==> src/rtl/mem_arb_pkg.sv <==
// mem_arb_pkg: shared state encodings and constants for the memory port arbiter
package mem_arb_pkg;

    typedef enum logic [1:0] {
        ST_IDLE    = 2'd0,
        ST_GNT_MEM = 2'd1,
        ST_GNT_IF  = 2'd2
    } state_t;

    localparam logic [31:0] ABORT_RDATA = 32'h0;

endpackage

==> src/rtl/mem_arb_timer.sv <==
// mem_arb_timer: bus-wait counter with clear, enable and terminal-count detect
module mem_arb_timer #(
    parameter int TO_CYCLES = 64,
    parameter int TO_W      = 7
) (
    input  logic clk_i,
    input  logic rst_i,
    input  logic clr,
    input  logic en,
    output logic tc
);

    localparam logic [TO_W-1:0] LAST = TO_W'(TO_CYCLES > 0 ? TO_CYCLES - 1 : 0);

    logic [TO_W-1:0] cnt;

    // tc fires on the enabled cycle that would bring the count to TO_CYCLES
    assign tc = (TO_CYCLES != 0) && en && (cnt == LAST);

    // count enabled cycles; cleared while idle so every grant starts at zero
    always_ff @(posedge clk_i) begin
        if (!rst_i || clr)
            cnt <= '0;
        else if (en)
            cnt <= cnt + 1'b1;
    end

endmodule

==> src/rtl/mem_port_arbiter.sv <==
// mem_port_arbiter: shares one memory bus between IF fetch and MEM load/store
// Optional MEM_ARB_PERF_EN adds saturating stall and conflict counters.
module mem_port_arbiter
    import mem_arb_pkg::*;
#(
    parameter int AW        = 32,
    parameter int DW        = 32,
    parameter int TO_CYCLES = 64,
    parameter int TO_W      = 7
) (
    input  logic          clk_i,
    input  logic          rst_i,
    input  logic          if_req_i,
    input  logic [AW-1:0] if_addr_i,
    output logic [DW-1:0] if_rdata_o,
    output logic          if_vld_o,
    input  logic          mem_req_i,
    input  logic          mem_we_i,
    input  logic [AW-1:0] mem_addr_i,
    input  logic [DW-1:0] mem_wdata_i,
    output logic [DW-1:0] mem_rdata_o,
    output logic          mem_vld_o,
    output logic          stall_o,
    output logic          bus_req_o,
    output logic          bus_we_o,
    output logic [AW-1:0] bus_addr_o,
    output logic [DW-1:0] bus_wdata_o,
    input  logic [DW-1:0] bus_rdata_i,
    input  logic          bus_ack_i,
`ifdef MEM_ARB_PERF_EN
    output logic [31:0]   perf_stall_cnt_o,
    output logic [31:0]   perf_conflict_cnt_o,
`endif
    output logic          err_o
);

    state_t state;
    logic   if_elig;
    logic   mem_elig;
    logic   ack;
    logic   tc;

    assign if_elig  = if_req_i & ~if_vld_o;
    assign mem_elig = mem_req_i & ~mem_vld_o;
    assign stall_o  = if_elig | mem_elig;
    assign ack      = bus_ack_i & bus_req_o;

    mem_arb_timer #(
        .TO_CYCLES(TO_CYCLES),
        .TO_W     (TO_W)
    ) u_timer (
        .clk_i(clk_i),
        .rst_i(rst_i),
        .clr  (state == ST_IDLE),
        .en   ((state != ST_IDLE) & ~ack),
        .tc   (tc)
    );

    // grant MEM before IF, run the bus handshake, and hold results until the pipeline advances
    always_ff @(posedge clk_i) begin
        if (!rst_i) begin
            state       <= ST_IDLE;
            bus_req_o   <= 1'b0;
            bus_we_o    <= 1'b0;
            bus_addr_o  <= '0;
            bus_wdata_o <= '0;
            if_rdata_o  <= '0;
            if_vld_o    <= 1'b0;
            mem_rdata_o <= '0;
            mem_vld_o   <= 1'b0;
            err_o       <= 1'b0;
        end else begin
            err_o <= 1'b0;
            if (!stall_o) begin
                if_vld_o  <= 1'b0;
                mem_vld_o <= 1'b0;
            end
            if (state == ST_IDLE) begin
                if (mem_elig) begin
                    state       <= ST_GNT_MEM;
                    bus_req_o   <= 1'b1;
                    bus_we_o    <= mem_we_i;
                    bus_addr_o  <= mem_addr_i;
                    bus_wdata_o <= mem_wdata_i;
                end else if (if_elig) begin
                    state      <= ST_GNT_IF;
                    bus_req_o  <= 1'b1;
                    bus_we_o   <= 1'b0;
                    bus_addr_o <= if_addr_i;
                end
            end else if (ack || tc) begin
                state     <= ST_IDLE;
                bus_req_o <= 1'b0;
                err_o     <= ~ack;
                if (state == ST_GNT_MEM) begin
                    mem_vld_o <= 1'b1;
                    if (!bus_we_o)
                        mem_rdata_o <= ack ? bus_rdata_i : DW'(ABORT_RDATA);
                end else begin
                    if_vld_o   <= 1'b1;
                    if_rdata_o <= ack ? bus_rdata_i : DW'(ABORT_RDATA);
                end
            end
        end
    end

`ifdef MEM_ARB_PERF_EN
    // saturating counts of stalled cycles and idle cycles with both ports contending
    always_ff @(posedge clk_i) begin
        if (!rst_i) begin
            perf_stall_cnt_o    <= '0;
            perf_conflict_cnt_o <= '0;
        end else begin
            if (stall_o && perf_stall_cnt_o != '1)
                perf_stall_cnt_o <= perf_stall_cnt_o + 1'b1;
            if (state == ST_IDLE && if_elig && mem_elig && perf_conflict_cnt_o != '1)
                perf_conflict_cnt_o <= perf_conflict_cnt_o + 1'b1;
        end
    end
`endif

endmodule

==> config.mk <==
export PLATFORM = sky130hd
export DESIGN_NAME = mem_port_arbiter
export DESIGN_NICKNAME = d
export VERILOG_FILES = /design/src/rtl/mem_arb_pkg.sv /design/src/rtl/mem_arb_timer.sv /design/src/rtl/mem_port_arbiter.sv
export SDC_FILE = /design/constraint.sdc
export NUM_CORES = 1
export LEC_CHECK = 0
export ABC_AREA = 1
export CAP_MARGIN = 20
export CORE_UTILIZATION = 38
export DETAILED_ROUTE_END_ITERATION = 8
export PLACE_DENSITY = 0.77
export SETUP_SLACK_MARGIN = 0.3
export SLEW_MARGIN = 40
export SYNTH_ARGS = -nofsm -noshare
export SYNTH_HDL_FRONTEND = slang
export SYNTH_HIERARCHICAL = 1
export SYNTH_SLANG_ARGS = --single-unit
==> constraint.sdc <==
create_clock -name clk_i -period 2.52 [get_ports clk_i]
set_clock_uncertainty 0.05 [all_clocks]
set_input_delay 0.756 -clock clk_i [delete_from_list [all_inputs] [get_ports clk_i]]
set_output_delay 0.756 -clock clk_i [all_outputs]
set_load 0.02 [all_outputs]
==> results.txt <==
Status: finished clean
PortBufs: 267
Buffer count from post-CTS setup fixing: 0
Syn avg cell area: 7.21 um2
Comb power frac: 19.5%
Register area: 0.00284 mm2
Ys Warns: 6
# IOs: 268
Die H: 126 um
FMAX: 456 MHz
Placed Area: 0.00873 mm2
WS Path Type: register to primary output
Clock latency on the worst-skew pair: 0.41 ns
Prevailing post-synth register cell: dfxtp_1
Async SR Flop Fraction: 0%
Slew @ Worst Pin: 0.576 ns
Top cells by count, synth: nand2_1 (238), dfxtp_1 (142), nor2_1 (135)
CP Max Fanout: 2
# DRC: 0
Highest routed layer: met4
WL/cell: 14.1 um
Int Pwr: 0.00443 W
Fill cell count: 1348
Dpl hpwl: 12500 um
Hold buffers post-CTS: 0
Hold Crit Class: register to register
Crit path DAT: 1.39 ns
Cell Chain, Critical Path: clkdlybuf4s50_1
Final min period: 2.19 ns
Routed vias/inst: 4.73
Worst path required time: 1.71 ns
Share of layout cells above drive strength 1: 8.44%
Initial antenna violation count: 1
GP Congestion: 0.828
Clk root buf: clkbuf_16
Multi-input gate area: 0.00254 mm2
Layout area overhead: 59.6%
Top-count cell post-synth: nand2_1
Max stage delay cell, worst path: clkdlybuf4s50_1
#FFs+latches synth: 142
Finished Core Util: 62.0%
CTS tree: yes
Cts bufs inserted: 17
Fin. Hold Viols: 0
Clk buf depth: 2
Die width: 126 um
Clock slew at reported path FFs: 0.06 ns
Met3 wire len: 1560 um
Initial DRC count: 210
Initial core utilization: 38.9%
Grt ovf: 0
Worst reg2reg setup slack: 0.73 ns
Drt pass-1 iters: 4
Syn_nets: 952
Slew margin rel.: 61.6%
Post-placement setup slack: -0.165 ns
Sw frac: 27.3%
EDFF count, synth: 0
Largest net degree at the start of global routing: 65
Largest cells by area after synthesis: dfxtp_1 (48%), nand2_1 (15%), a21oi_1 (8.8%), nor2_1 (8.6%), o21ai_0 (4.2%)
DR vias: 6064
Delay-heaviest family, CP: buffers and inverters
Leak: 4.30 nW
M1 WL: 7520 um
Full die area: 0.0160 mm2
CP Launch Type: register
Met2 wire len: 8450 um
Power per cell area: 648 mW/mm2
Final wirelength: 18100 um
Maximum VDD drop: 423 uV
Final worst slack: 0.326 ns
Post-route ant nets: 0
Final setup TNS: 0 ns
Leading area contributor after synthesis: dfxtp_1
H-tree Lvls: 4
Net Sw Power: 0.00166 W
RSZ-0062 raised after global routing: false
Count of cell types in the netlist: 27
Max Cap Violations: 0
Clock group share of total power: 40.2%
Global Route Usage Sum: 22.9%
TritonCTS Sinks: 142
First-pass GRT wire length: 29000 um
Sequential element share of the synthesized area: 48.3%
Number of global-route vias before repair: 5955
Top cell type's share of synthesized area: 48.3%
Critical path's largest stage delay: 0.63 ns
Mapped Cells: 817
CP endpoint kind: primary output
Register share of total power: 40.3%
Final Cycle Share: 87.1%
Post-route cell area: 0.00940 mm2
Slew Viols, Final: 0
Setup violators final: 0
Area of the core: 0.0151 mm2
Placement Rows: 45
Synth Cell Area: 0.00589 mm2
Net count, final: 1212
WP buf/inv: 1
-- stage by stage --
stage	cells	hold WS, ns	power [W]
after floorplan	817	0.387	0.00310
after global placement	1246	0.396	0.00369
after detailed placement	1246	0.402	0.00370
after CTS	1278	0.411	0.00616
after global routing	1279	0.420	0.00637
final	1281	0.408	0.00609
-- power by group through the flow --
stage / combinational (W) / sequential (W) / clock, W
after global placement: 0.00119 / 0.00250 / 0
after detailed placement: 0.00120 / 0.00250 / 0
after floorplan: 0.000445 / 0.00266 / 0
final: 0.00119 / 0.00245 / 0.00245
after CTS: 0.00120 / 0.00246 / 0.00250
after global routing: 0.00129 / 0.00247 / 0.00261
-- sequential cells by signal, indices dropped and copies added, names as in the netlist --
| register | cells |
|---|---|
| bus_wdata_o | 32 |
| mem_vld_o | 1 |
| u_timer/cnt | 7 |
| bus_addr_o | 32 |
| if_vld_o | 1 |
| bus_req_o | 1 |
| bus_we_o | 1 |
| state | 2 |
| err_o | 1 |
| mem_rdata_o | 32 |
| if_rdata_o | 32 |
-- layout by cell type (no fill, tap or decap), types with 2 or more instances in the layout --
| master | n |
|---|---|
| inv_2 | 6 |
| buf_4 | 21 |
| nor2_1 | 134 |
| nand2_1 | 234 |
| nor2_2 | 2 |
| inv_1 | 43 |
| bufinv_16 | 2 |
| o21ai_1 | 18 |
| nand3_1 | 3 |
| nand2_4 | 5 |
| nor2_4 | 6 |
| a21oi_2 | 5 |
| clkinvlp_4 | 3 |
| diode_2 | 3 |
| o21ai_0 | 49 |
| dlymetal6s2s_1 | 33 |
| nor3_1 | 2 |
| a21oi_1 | 102 |
| dlygate4sd2_1 | 11 |
| clkinv_2 | 3 |
| clkinv_4 | 4 |
| dfxtp_1 | 142 |
| nand2_2 | 6 |
| buf_12 | 5 |
| clkbuf_16 | 17 |
| clkdlybuf4s50_1 | 221 |
-- final cells by class --
class,instances,share of cell area (%)
clock inverters,13,1.50
inverters,50,2.02
well taps,188,2.50
repair buffers,293,31.9
multi-input cells,573,27.0
diodes,3,0.0799
clock buffers,19,4.71
flip-flops and latches,142,30.3
-- metal layers --
layer	track usage, %	up-vias
li1	-	3090
met1	25.8	2708
met2	38.6	232
met3	8.31	34
met5	0	-
met4	10.4	0
-- cells by family after synthesis --
family	after synthesis	share of synthesized area, %
AO/OA/AOI/OAI	174	15.0
flip-flops	142	48.3
adder cells (fa/ha/maj)	1	0.212
AND/OR/NAND/NOR	397	27.1
XOR/XNOR	1	0.149
buffers and inverters	102	9.24
-- final timing paths --
check,from,endpoint,cells past startpoint
min reg2reg,if_rdata_o[9]$_SDFFE_PN0P_,if_rdata_o[9]$_SDFFE_PN0P_,2
max reg2reg,bus_req_o$_SDFFE_PN0P_,mem_rdata_o[8]$_SDFFE_PN0P_,14
min,if_rdata_o[9]$_SDFFE_PN0P_,if_rdata_o[9]$_SDFFE_PN0P_,2
max,mem_rdata_o[22]$_SDFFE_PN0P_,mem_rdata_o[22],1
-- repair_timing --
action | 4_1_cts | 5_1_grt
pin swaps | 0 | 0
resized for setup | 11 | 36
endpoints found under the hold margin | 0 | 0
setup endpoints to repair | 26 | 34
(Power assumes the default switching activity.)
